File: src/rtl/cp0_int_pkg.sv
// CP0 shared constants: register numbers, exception codes, SR/Cause field positions.
package cp0_pkg;
   localparam logic [31:0] PRID_DEFAULT = 32'h0000_2019;
   localparam int          HW_INT_W     = 6;

   localparam logic [4:0] REG_SR    = 5'd12;
   localparam logic [4:0] REG_CAUSE = 5'd13;
   localparam logic [4:0] REG_EPC   = 5'd14;
   localparam logic [4:0] REG_PRID  = 5'd15;

   localparam logic [4:0] EXC_INT  = 5'd0;
   localparam logic [4:0] EXC_ADEL = 5'd4;
   localparam logic [4:0] EXC_ADES = 5'd5;
   localparam logic [4:0] EXC_RI   = 5'd10;
   localparam logic [4:0] EXC_OV   = 5'd12;

   localparam int SR_IE    = 0;
   localparam int SR_EXL   = 1;
   localparam int IM_LO    = 10;
   localparam int IM_HI    = 15;
   localparam int CAUSE_BD = 31;
   localparam int EXC_LO   = 2;
   localparam int EXC_HI   = 6;

   typedef enum logic {
      NORMAL  = 1'b0,
      HANDLER = 1'b1
   } state_t;
endpackage

File: src/rtl/cp0_int_if.sv
// Pipeline <-> CP0 bundle: mfc0/mtc0 access, victim info, IRQ lines, redirect.
interface cp0_int_if;
   import cp0_pkg::*;

   logic [4:0]          rd_addr;
   logic [4:0]          wr_addr;
   logic [31:0]         wdata;
   logic                we;
   logic [31:0]         pc;
   logic                bd;
   logic [4:0]          exc_code;
   logic [HW_INT_W-1:0] hw_int;
   logic                eret;
   logic [31:0]         rdata;
   logic                int_req;
   logic [31:0]         epc;

   modport master (
      output rd_addr, wr_addr, wdata, we, pc, bd,
      output exc_code, hw_int, eret,
      input  rdata, int_req, epc
   );

   modport slave (
      input  rd_addr, wr_addr, wdata, we, pc, bd,
      input  exc_code, hw_int, eret,
      output rdata, int_req, epc
   );
endinterface

File: src/rtl/cp0_int_arb.sv
// Interrupt vs. exception arbitration; a pending IRQ beats a sync exception.
module cp0_int_arb
   import cp0_pkg::*;
(
   input  logic [HW_INT_W-1:0] hw_int_i,
   input  logic [HW_INT_W-1:0] im_i,
   input  logic                ie_i,
   input  logic                exl_i,
   input  logic [4:0]          exc_code_i,
   output logic                irq_hit_o,
   output logic                exc_hit_o,
   output logic                int_req_o,
   output logic [4:0]          exc_code_o
);
   assign irq_hit_o  = (|(hw_int_i & im_i)) & ie_i & ~exl_i;
   assign exc_hit_o  = (exc_code_i != EXC_INT) & ~exl_i;
   assign int_req_o  = irq_hit_o | exc_hit_o;
   assign exc_code_o = irq_hit_o ? EXC_INT : exc_code_i;
endmodule

File: src/rtl/cp0_int.sv
// CP0 SR/Cause/EPC/PRId registers with a NORMAL/HANDLER state on SR.EXL.
module cp0_int
   import cp0_pkg::*;
#(
   parameter logic [31:0] PRID = PRID_DEFAULT
) (
   input  logic      clk,
   input  logic      reset,
   cp0_int_if.slave  bus
);
   state_t              state_q, state_d;
   logic [HW_INT_W-1:0] im_q, im_d;
   logic                ie_q, ie_d;
   logic                bd_q, bd_d;
   logic [HW_INT_W-1:0] ip_q, ip_d;
   logic [4:0]          exc_q, exc_d;
   logic [31:2]         epc_q, epc_d;

   logic        exl;
   logic        irq_hit, exc_hit, int_req;
   logic [4:0]  exc_nxt;
   logic [31:0] vpc;
   logic [31:0] sr_w, cause_w, epc_w;

   assign exl = (state_q == HANDLER);

   cp0_int_arb u_arb (
      .hw_int_i   (bus.hw_int),
      .im_i       (im_q),
      .ie_i       (ie_q),
      .exl_i      (exl),
      .exc_code_i (bus.exc_code),
      .irq_hit_o  (irq_hit),
      .exc_hit_o  (exc_hit),
      .int_req_o  (int_req),
      .exc_code_o (exc_nxt)
   );

   assign vpc     = bus.bd ? bus.pc - 32'd4 : bus.pc;
   assign sr_w    = {16'b0, im_q, 8'b0, exl, ie_q};
   assign cause_w = {bd_q, 15'b0, ip_q, 3'b0, exc_q, 2'b0};
   assign epc_w   = {epc_q, 2'b00};

   assign bus.int_req = int_req;
   assign bus.epc     = epc_w;

   always_comb begin
      bus.rdata = 32'b0;
      unique case (bus.rd_addr)
         REG_SR:    bus.rdata = sr_w;
         REG_CAUSE: bus.rdata = cause_w;
         REG_EPC:   bus.rdata = epc_w;
         REG_PRID:  bus.rdata = PRID;
         default:   bus.rdata = 32'b0;
      endcase
   end

   // A taken exception drops any same-cycle mtc0; the victim re-executes.
   always_comb begin
      state_d = state_q;
      im_d    = im_q;
      ie_d    = ie_q;
      bd_d    = bd_q;
      exc_d   = exc_q;
      epc_d   = epc_q;
      ip_d    = bus.hw_int;
      if (int_req) begin
         state_d = HANDLER;
         bd_d    = bus.bd;
         exc_d   = exc_nxt;
         epc_d   = vpc[31:2];
      end else begin
         if (bus.we && bus.wr_addr == REG_SR) begin
            im_d    = bus.wdata[IM_HI:IM_LO];
            ie_d    = bus.wdata[SR_IE];
            state_d = bus.wdata[SR_EXL] ? HANDLER : NORMAL;
         end
         if (bus.we && bus.wr_addr == REG_EPC)
            epc_d = bus.wdata[31:2];
         if (bus.eret)
            state_d = NORMAL;
      end
   end

   always_ff @(posedge clk or negedge reset) begin
      if (!reset) begin
         state_q <= NORMAL;
         im_q    <= '0;
         ie_q    <= 1'b0;
         bd_q    <= 1'b0;
         ip_q    <= '0;
         exc_q   <= '0;
         epc_q   <= '0;
      end else begin
         state_q <= state_d;
         im_q    <= im_d;
         ie_q    <= ie_d;
         bd_q    <= bd_d;
         ip_q    <= ip_d;
         exc_q   <= exc_d;
         epc_q   <= epc_d;
      end
   end

   logic unused;
   assign unused = ^{vpc[1:0], bus.wdata[9:2], bus.wdata[31:16],
                     exc_hit, irq_hit};
endmodule

File: src/flat_wrapper.sv
// flat-port wrapper written by rule: the top's interface ports become plain ports
module cp0_int_flat import cp0_pkg::*;
#(
   parameter logic [31:0] PRID = PRID_DEFAULT
)
  (clk, reset, bus_rd_addr, bus_wr_addr, bus_wdata, bus_we, bus_pc, bus_bd, bus_exc_code, bus_hw_int, bus_eret, bus_rdata, bus_int_req, bus_epc);
  cp0_int_if bus_i ();
  input  logic clk;
  input  logic reset;
  input wire logic [$bits(bus_i.rd_addr)-1:0] bus_rd_addr;
  input wire logic [$bits(bus_i.wr_addr)-1:0] bus_wr_addr;
  input wire logic [$bits(bus_i.wdata)-1:0] bus_wdata;
  input wire logic [$bits(bus_i.we)-1:0] bus_we;
  input wire logic [$bits(bus_i.pc)-1:0] bus_pc;
  input wire logic [$bits(bus_i.bd)-1:0] bus_bd;
  input wire logic [$bits(bus_i.exc_code)-1:0] bus_exc_code;
  input wire logic [$bits(bus_i.hw_int)-1:0] bus_hw_int;
  input wire logic [$bits(bus_i.eret)-1:0] bus_eret;
  output wire logic [$bits(bus_i.rdata)-1:0] bus_rdata;
  output wire logic [$bits(bus_i.int_req)-1:0] bus_int_req;
  output wire logic [$bits(bus_i.epc)-1:0] bus_epc;
  assign bus_i.rd_addr = bus_rd_addr;
  assign bus_i.wr_addr = bus_wr_addr;
  assign bus_i.wdata = bus_wdata;
  assign bus_i.we = bus_we;
  assign bus_i.pc = bus_pc;
  assign bus_i.bd = bus_bd;
  assign bus_i.exc_code = bus_exc_code;
  assign bus_i.hw_int = bus_hw_int;
  assign bus_i.eret = bus_eret;
  assign bus_rdata = bus_i.rdata;
  assign bus_int_req = bus_i.int_req;
  assign bus_epc = bus_i.epc;
  cp0_int #(.PRID(PRID)) u_core (.clk(clk), .reset(reset), .bus(bus_i));
endmodule
File: config.mk
export PLATFORM = sky130hd
export DESIGN_NAME = cp0_int_flat
export DESIGN_NICKNAME = d
export VERILOG_FILES = /design/src/rtl/cp0_int_pkg.sv /design/src/rtl/cp0_int_if.sv /design/src/rtl/cp0_int_arb.sv /design/src/rtl/cp0_int.sv /design/src/flat_wrapper.sv
export SDC_FILE = /design/constraint.sdc
export NUM_CORES = 1
export LEC_CHECK = 0
export CORE_MARGIN = 8
export CORE_UTILIZATION = 25
export CTS_CLUSTER_SIZE = 8
export DETAILED_ROUTE_END_ITERATION = 10
export PLACE_DENSITY_LB_ADDON = 0.08
export SLEW_MARGIN = 20
export SYNTH_ARGS = -nofsm -noshare
export SYNTH_HDL_FRONTEND = slang
export SYNTH_SLANG_ARGS = --single-unit
export TNS_END_PERCENT = 100
File: constraint.sdc
create_clock -name clk -period 2.8 [get_ports clk]
set_clock_uncertainty 0.05 [all_clocks]
set_input_delay 0.84 -clock clk [delete_from_list [all_inputs] [get_ports clk]]
set_output_delay 0.84 -clock clk [all_outputs]
set_load 0.02 [all_outputs]
# After elaboration in Yosys (flattened, before gate mapping)
# Cells that the tools add are included.
# Widths: inputs -> output; s select.
[op_classes] n_addsub=1 mux=9 n_bitwise=7 n_reduce_logical=7 n_eq_ne=6
[ops] op="$pmux 32 s4" n=1
[ops] op="$mux 30" n=2
[ops] op="$mux 32" n=1
[ops] op="$sub 32x3->32 const B" n=1
[ops] op="$eq 5x4->1 const B" n=6
[ops] op="$and 6x6->6" n=1
[ops] op="$reduce_or 6->1" n=1
[ops] op="$mux 5" n=1
[ops] op="$reduce_bool 5->1" n=1
[ops] op="$mux 1" n=4
[ops] op="$and 1x1->1" n=3
[ops] op="$reduce_bool 3->1" n=1
[ops] op="$logic_and 1x1->1" n=2
[ops] op="$not 1->1" n=2
[ops] op="$reduce_and 2->1" n=1
[ops] op="$reduce_bool 2->1" n=1
[ops] op="$or 1x1->1" n=1
[totals] register_bits=50 word_cells=37

# Longest topological paths before layout
[logic_depth] depth_word=7 depth_mapped=8

# By module
# A second synthesis with hierarchy kept.
[hier_totals] cells_unflattened=343 hier_area_um2=3221.8
[modules_own_cells] module="cp0_int" area_each_um2=3108.0 seq_area_each_um2=1251.2 cells_each=329 instances=1
[modules_own_cells] module="cp0_int_arb" area_each_um2=113.9 seq_area_each_um2=0.0 cells_each=14 instances=1

# Worst setup path after synthesis
# OpenSTA, ideal clock, no wires.
[synth_path] path_type="input to output" from="input bus_rd_addr[1]" to="output bus_rdata[18]" path_stages=5 n_path_buf=2 setup_slack_ps=-250 arrival_time_ps=2160 path_cell_list="clkbuf_1 > nor2b_1 > nor2b_1 > clkbuf_1 > and2_1"
[synth_between] elab_chain_len=2 elab_cells_between_ends=5 classes_between="4 x eq/ne; 1 x mux"
[synth_rtl] item="start: declaration" line="flat_wrapper.sv:10" source="input wire logic [$bits(bus_i.rd_addr)-1:0] bus_rd_addr;"
[synth_rtl] item="$eq 5x4->1" line="cp0_int.sv:49" source="unique case (bus.rd_addr)"
[synth_rtl] item="$pmux 32 s4 *" line="cp0_int.sv:49"
[synth_rtl] item="end: declaration" line="flat_wrapper.sv:19" source="output wire logic [$bits(bus_i.rdata)-1:0] bus_rdata;"
# Every way passes the cells marked *; elsewhere a longest branch is shown, timed or not.

# Worst setup path after layout
[layout_path] from="input bus_exc_code[3]" to="output bus_int_req"
[layout_between] elab_chain_len=3
[layout_rtl] item="start: declaration" line="flat_wrapper.sv:16" source="input wire logic [$bits(bus_i.exc_code)-1:0] bus_exc_code;"
[layout_rtl] item="$reduce_bool 5->1" line="cp0_int_arb.sv:16" source="assign exc_hit_o = (exc_code_i != EXC_INT) & ~exl_i;"
[layout_rtl] item="$and 1x1->1" line="cp0_int_arb.sv:16"
[layout_rtl] item="$or 1x1->1" line="cp0_int_arb.sv:17" source="assign int_req_o = irq_hit_o | exc_hit_o;"
[layout_rtl] item="end: declaration" line="flat_wrapper.sv:20" source="output wire logic [$bits(bus_i.int_req)-1:0] bus_int_req;"
# Every way passes these cells.

==> results.cfg <==
[worst_setup_path]
critPathCaptureType = output pin
cp_slowest_cell = or4_1
critPathTopFamily = simple AND/OR/NAND/NOR gates
worstSetupStartpointType = input pin
slowest_delay_ns = 0.51
path_max_fanout = 2
crit_chain = buf_6 -> or4_1 -> nor2_1 -> a21o_1 -> inv_2 -> buf_6
arrival_ns = 1.92
crit_required_ns = 1.91
cp_common_cell = buf_6
worst-path-buf-inv = 3
critical_path_class = input pin to output pin
reg2reg_depth = 7
cp_num_cells = 6

[logic_synthesis]
ys.flop_type = dfrtp_1
yosys.area.top_type = dfrtp_1
yosysWarnings = 0
netlist_top_cells_count = dfrtp_1, nor2_1, a21oi_1, nand2_1, xnor2_1
synthSimpleGateAreaFrac = 0.238
synth_top_area_frac = 0.391
ys_ff_latch = 50
synthMuxAreaShare = 0.145
async_flop_share = 1.00
seq_area_frac_synth = 0.391
synth_edf_count = 0
syn_area_per_cell_um2 = 9.22
synth_top_family_by_area = simple AND/OR/NAND/NOR gates
ys_top_cells_by_area = dfrtp_1, mux2_2, xnor2_1
synth.distinct_cells = 45
syn_area_mm2 = 0.00320
synth-xor-area-share = 0.0712
synth-compound-area-share = 0.109
syn_inst = 347
synthAdderAreaFrac = 0.00391
synth_most_common_cell = dfrtp_1

[place]
place_hpwl_um = 9360
dp_cells = 701
gp_congestion = 0.805
pre_cts_slack_ns = -0.795
port-buffer-count = 150

[clocking]
ctsHoldBuffers = 0
clock_latency_ns = 0.29
cts-root-buf = clkbuf_16
cts_made_buffers = 5
clock-sinks = 50
cts_tree = done
clk_path_buf_depth = 2
cts.clk_slew.worst_paths_ns = 0.07
cts.htree.levels = 2

[global_routing]
grt_start_max_net_pins = 57
grt_pass1_vias = 3488
grt_pass1_wl_um = 19100
antenna_found_initial = 1
globalRouteOverflowTotal = 0
grt_usage = 0.146

[final_layout]
final_cells = 716
finalNetCount = 634
syn2layout_area_growth_pct = 73.6
insertedDiodeCount = 0
drive_gt1_frac = 0.309

[power_and_ir_drop]
clkPwrFrac = 0.207
leakage_nw = 2.40
peakVddDrop_v = 0.000285
p_comb_frac = 0.467
switching_power_mw = 1.42
power_density_mw_per_mm2 = 697
pwr-share-seq = 0.326
p_sw_frac = 0.366
internal_power_mw = 2.45

[floorplan]
dieArea_mm2 = 0.0167
initial_core_util = 0.254
io_pins = 155
rows = 41
core_region_area_mm2 = 0.0126
die_h_um = 129
dieWidth_um = 129

[timing]
maxSlewViolCount = 0
setup_viol = 1
max-slew-margin-rel = 0.624
hold_violations = 0
fin_crit_ns = 2.81
rsz0062_at_grt = yes
post-route-period-util = 1.00
fmax_mhz = 356
worst_pin_slew_ns = 0.564
fin_ws_ns = -0.00670

[job]
drv_cap = 0

[drt]
vias = 3203
wl_per_cell_um = 16.8
routed_wl_um = 12000
drtIter0Drc = 173
firstDrtPassIters = 4
ant_nets = 0
post-route-drc-count = 0
routed_via_density = 4.47

[hold_path]
hold_path_class = flop to flop
whs_path_depth = 2

[run_status]
violations = negative setup slack
status = finished with violations
power by group through the flow:
stage	Combinational, mW	Clock, mW	Sequential, mW
5_1_grt	1.97	0.864	1.31
3_3_place_gp	1.82	0	1.26
4_1_cts	1.84	0.828	1.26
3_5_place_dp	1.82	0	1.26
6_report	1.81	0.803	1.26
2_1_floorplan	0.754	0	1.46
stage by stage:
stage | total power, mW | util | instance area, um^2 | hold slack [ns] | TNS (ns)
6_report | 3.87 | 0.442 | 5550 | 0.421 | -0.00670
5_1_grt | 4.15 | 0.442 | 5550 | 0.448 | -0.0719
4_1_cts | 3.93 | 0.446 | 5610 | 0.421 | -0.0905
3_5_place_dp | 3.09 | 0.418 | 5260 | 0.406 | -29.62
3_3_place_gp | 3.08 | 0.418 | 5260 | 0.404 | -29.82
2_1_floorplan | 2.22 | - | 3230 | 0.383 | -0.0475
placed cells by master, fill, tap and decap left out, types with 6 or more instances in the layout:
cell type	synthesis	routed
clkdlybuf4s50_1	0	101
dfrtp_1	50	50
buf_4	3	49
nor2_1	45	45
a21oi_1	28	28
nand2_1	28	28
buf_6	3	27
xnor2_1	22	22
buf_2	0	21
and2_4	0	18
mux2_2	18	18
mux2i_1	17	17
nor3_1	10	9
mux2_1	8	8
o21ai_1	8	8
a22oi_1	7	7
nor4_1	7	7
nand3_1	6	6
final timing paths:
| path | from | end | slack [ns] |
|---|---|---|---|
| max reg2reg | u_core.im_q[0] | u_core.im_q[5] | 0.39 |
| min in group asynchronous | reset | u_core.epc_q[29] | 0.47 |
| max in group asynchronous | reset | u_core.epc_q[13] | 1.68 |
| min | u_core.exc_q[1] | u_core.exc_q[1] | 0.42 |
| max | bus_exc_code[3] | bus_int_req | -0.007 |
| min reg2reg | u_core.exc_q[1] | u_core.exc_q[1] | 0.42 |
final cells by class:
cell class                      count  area, um^2
Timing Repair Buffer              208        1970
Inverter                            6        22.5
Clock buffer                        6         139
Tap cell                          172         215
Fill cell                        1255        7020
Multi-Input combinational cell    272        1900
Clock inverter                      2        60.1
Sequential cell                    50        1250
registers in the layout, indices dropped and copies added (netlist names):
register / flops
u_core.exl: 1
u_core.bd_q: 1
u_core.epc_q: 30
u_core.im_q: 6
u_core.ie_q: 1
u_core.ip_q: 6
u_core.exc_q: 5
tightest hold or removal path: stages, from the launching register on:
cell and delay [ns]:
dfrtp_1 0.34, nand2_1 0.05, nand2_1 0.05
cells by family after synthesis:
| group | Yosys count |
|---|---|
| flip-flops | 50 |
| adder cells (fa/ha/maj) | 1 |
| multiplexers | 43 |
| XOR/XNOR | 26 |
| AND/OR/NAND/NOR | 142 |
| other | 1 |
| buffers and inverters | 26 |
| AO/OA/AOI/OAI | 58 |
what timing repair did:
| action | 4_1_cts | 5_1_grt |
|---|---|---|
| gates resized for setup | 233 | 22 |
| buffers inserted | 6 | 0 |
| gates cloned | 3 | 0 |
| endpoints found under the setup margin | 40 | 20 |
| pin swaps | 11 | 2 |
routing by layer:
metal	global-route usage	wire [um]
met5	0	13
met4	0.0249	65
met3	0.0563	1090
met2	0.245	5650
met1	0.175	5230
Note: power is estimated with default switching activity, not from simulation.
==> edit (config.mk and constraints unchanged) <==
`im_q` and `ip_q` no longer have a reset.
--- a/src/rtl/cp0_int.sv
+++ b/src/rtl/cp0_int.sv
@@ -87,6 +87,4 @@
          state_q <= NORMAL;
-         im_q    <= '0;
          ie_q    <= 1'b0;
          bd_q    <= 1'b0;
-         ip_q    <= '0;
          exc_q   <= '0;
@@ -95,6 +93,4 @@
          state_q <= state_d;
-         im_q    <= im_d;
          ie_q    <= ie_d;
          bd_q    <= bd_d;
-         ip_q    <= ip_d;
          exc_q   <= exc_d;
@@ -102,2 +98,7 @@
       end
+   end
+
+   always_ff @(posedge clk) begin
+      im_q <= im_d;
+      ip_q <= ip_d;
    end
Behaviour: not the same (a bounded check fails within 4 cycles, from zero or initial values and one cycle with reset low).
==> edit against the original RTL <==
The flow still finishes with violations (negative setup slack). Power rose by 2.9%. Cell area is 5.0% higher. Setup slack worse by 0.016 ns. Wire length up 16%. Sequential cell count did not move. Register-to-register slack improved by 0.33 ns. Area after synthesis rose by 5.3%. Critical path type unchanged.
==> edit: results (changes against the original RTL) <==
| Quantity | Value | Unit | Delta |
| --- | --- | --- | --- |
| Result of the run | finished, violations left | - |  |
| Violated checks | negative setup slack | - |  |
| Post-route DRC | 0 | - | unchanged |
| Cell family with the largest share of critical-path delay | buffers and inverters | - |  |
| Vias in the first global route | 3869 | - | +11% |
| Peak supply drop | 0.3881 | mV | +36% |
| Delay of the slowest critical-path stage | 0.20 | ns | -0.31 ns |
| Aggregate global-route resource usage | 15.59 | % | +1.0 points |
| Data arrival time at the worst-slack endpoint | 1.93 | ns |  |
| Setup TNS | -0.09534 | ns | -0.08864 ns |
| Share of flip-flops with an asynchronous set or reset after synthesis | 76.00 | % | -24 points |
| Proportion of synthesized chip area in sequential cells | 37.16 | % | -2.0 points |
| Met2 track utilization from global routing | 26.06 | % | +1.6 points |
| Setup WS pre-CTS | -0.7614 | ns | +0.03328 ns |
| Top post-synthesis cells by area | sky130_fd_sc_hd__dfrtp_1 (28%), sky130_fd_sc_hd__mux2i_1 (10%), sky130_fd_sc_hd__edfxtp_1 (5.4%) | - |  |
| Instance area at placement | 0.005475 | mm^2 | +4.2% |
| Dpl cells | 720 | - | +2.7% |
| Crit-path slowest cell | sky130_fd_sc_hd__nand3b_1 | - |  |
| Fraction of final layout cells sized beyond drive strength 1 | 30.02 | % | -0.86 points |
| Met1 wire length | 6583 | um | +26% |
| Count of flip-flops with a built-in enable after synthesis | 6 | - | +6 |
| Number of distinct standard cells referenced by the synthesized netlist | 46 | - | +2.2% |
| Commonest cells in the synthesized netlist | sky130_fd_sc_hd__dfrtp_1 (38), sky130_fd_sc_hd__mux2i_1 (34), sky130_fd_sc_hd__nor2_1 (22) | - |  |
| Routed met3 length | 587 | um | -46% |
| Post-synthesis compound-gate area fraction | 15.76 | % | +4.9 points |
| Met1 Use GR | 20.33 | % | +2.8 points |
| Detailed Route Iter0 Violations | 181 | - | +4.6% |
| DR pass1 iterations | 6 | - | +2 |
| Pin count of the biggest net entering global routing | 39 | - | -32% |
| Routed Wire Length | 13960 | um | +16% |
| Max transition margin | 39.01 | % | -23 points |
| Number of cells traversed by the worst hold path | 1 | - | -1 |
| Routed length on met2 | 6698 | um | +19% |
| Static power due to leakage | 2.410 | nW | +0.57% |
| Routed vias | 3669 | - | +15% |
| Mux share of post-synthesis cell area | 10.78 | % | -3.7 points |
| # fillers | 1326 | - | +5.7% |
| Gpl congestion | 0.7878 | - | -2.1% |
| Crit Path Max Fanout | 5 | - | +3 |
| Number of nets in the final layout | 653 | - | +3.0% |
| Final setup violating endpoints | 5 | - | +4 |
| Setup ws final | -0.02260 | ns | -0.01590 ns |
| Wire length of the first global-routing pass | 21820 | um | +14% |
| Average cell area after synthesis | 9.405 | um^2 | +2.0% |
| Psw | 1.554 | mW | +9.6% |
| XOR/XNOR share of the synthesized area | 3.382 | % | -3.7 points |
| Met3 track demand over resource in global routing | 3.582 | % | -2.0 points |
## edit: repair_timing
action,CTS,global route
cloned,3,0
hold endpoints to repair,0,0
buffers inserted,13,0
endpoints found under the setup margin,33,29
gates resized for setup,208,55
pin swaps,10,13
## edit: power groups by stage
stage / clock (mW) / combinational [mW] / sequential, mW
after floorplan: 0 / 0.754 / 1.46
final: 0.730 / 1.96 / 1.30
after global placement: 0 / 1.92 / 1.29
after global routing: 0.781 / 2.10 / 1.34
after detailed placement: 0 / 1.93 / 1.30
after CTS: 0.742 / 1.98 / 1.30
## edit: cells by family (layout without fill, tap and decap cells)
group,count (synthesis),count (layout)
AND/OR/NAND/NOR,147,147
AO/OA/AOI/OAI,76,76
flip-flops,50,50
multiplexers,36,36
buffers and inverters,34,238
XOR/XNOR,13,13
adder cells (fa/ha/maj),1,1
other,1,2
## edit: final cells by class
cell class / instances / area [um^2] / area share, %
tap: 176 / 220.2 / 3.778
clock buffer: 5 / 125.1 / 2.147
sequential: 50 / 1251 / 21.47
clock inverter: 3 / 47.55 / 0.8158
multi-input combinational: 275 / 2120 / 36.37
timing repair buffer: 225 / 2044 / 35.08
inverter: 5 / 20.02 / 0.3435
## edit: final timing paths
| check | slack (ns) | start | endpoint |
|---|---|---|---|
| worst max-delay path | -0.02 | bus_rd_addr[4] | bus_rdata[28] |
| worst min-delay path | 0.44 | u_core.exc_q[2] | u_core.exc_q[2] |
| worst max register to register | 0.72 | u_core.im_q[0] | u_core.ie_q |
| worst min register to register | 0.44 | u_core.exc_q[2] | u_core.exc_q[2] |
| max in group asynchronous | 1.50 | reset | u_core.epc_q[31] |
| min in group asynchronous | 0.63 | reset | u_core.exc_q[2] |
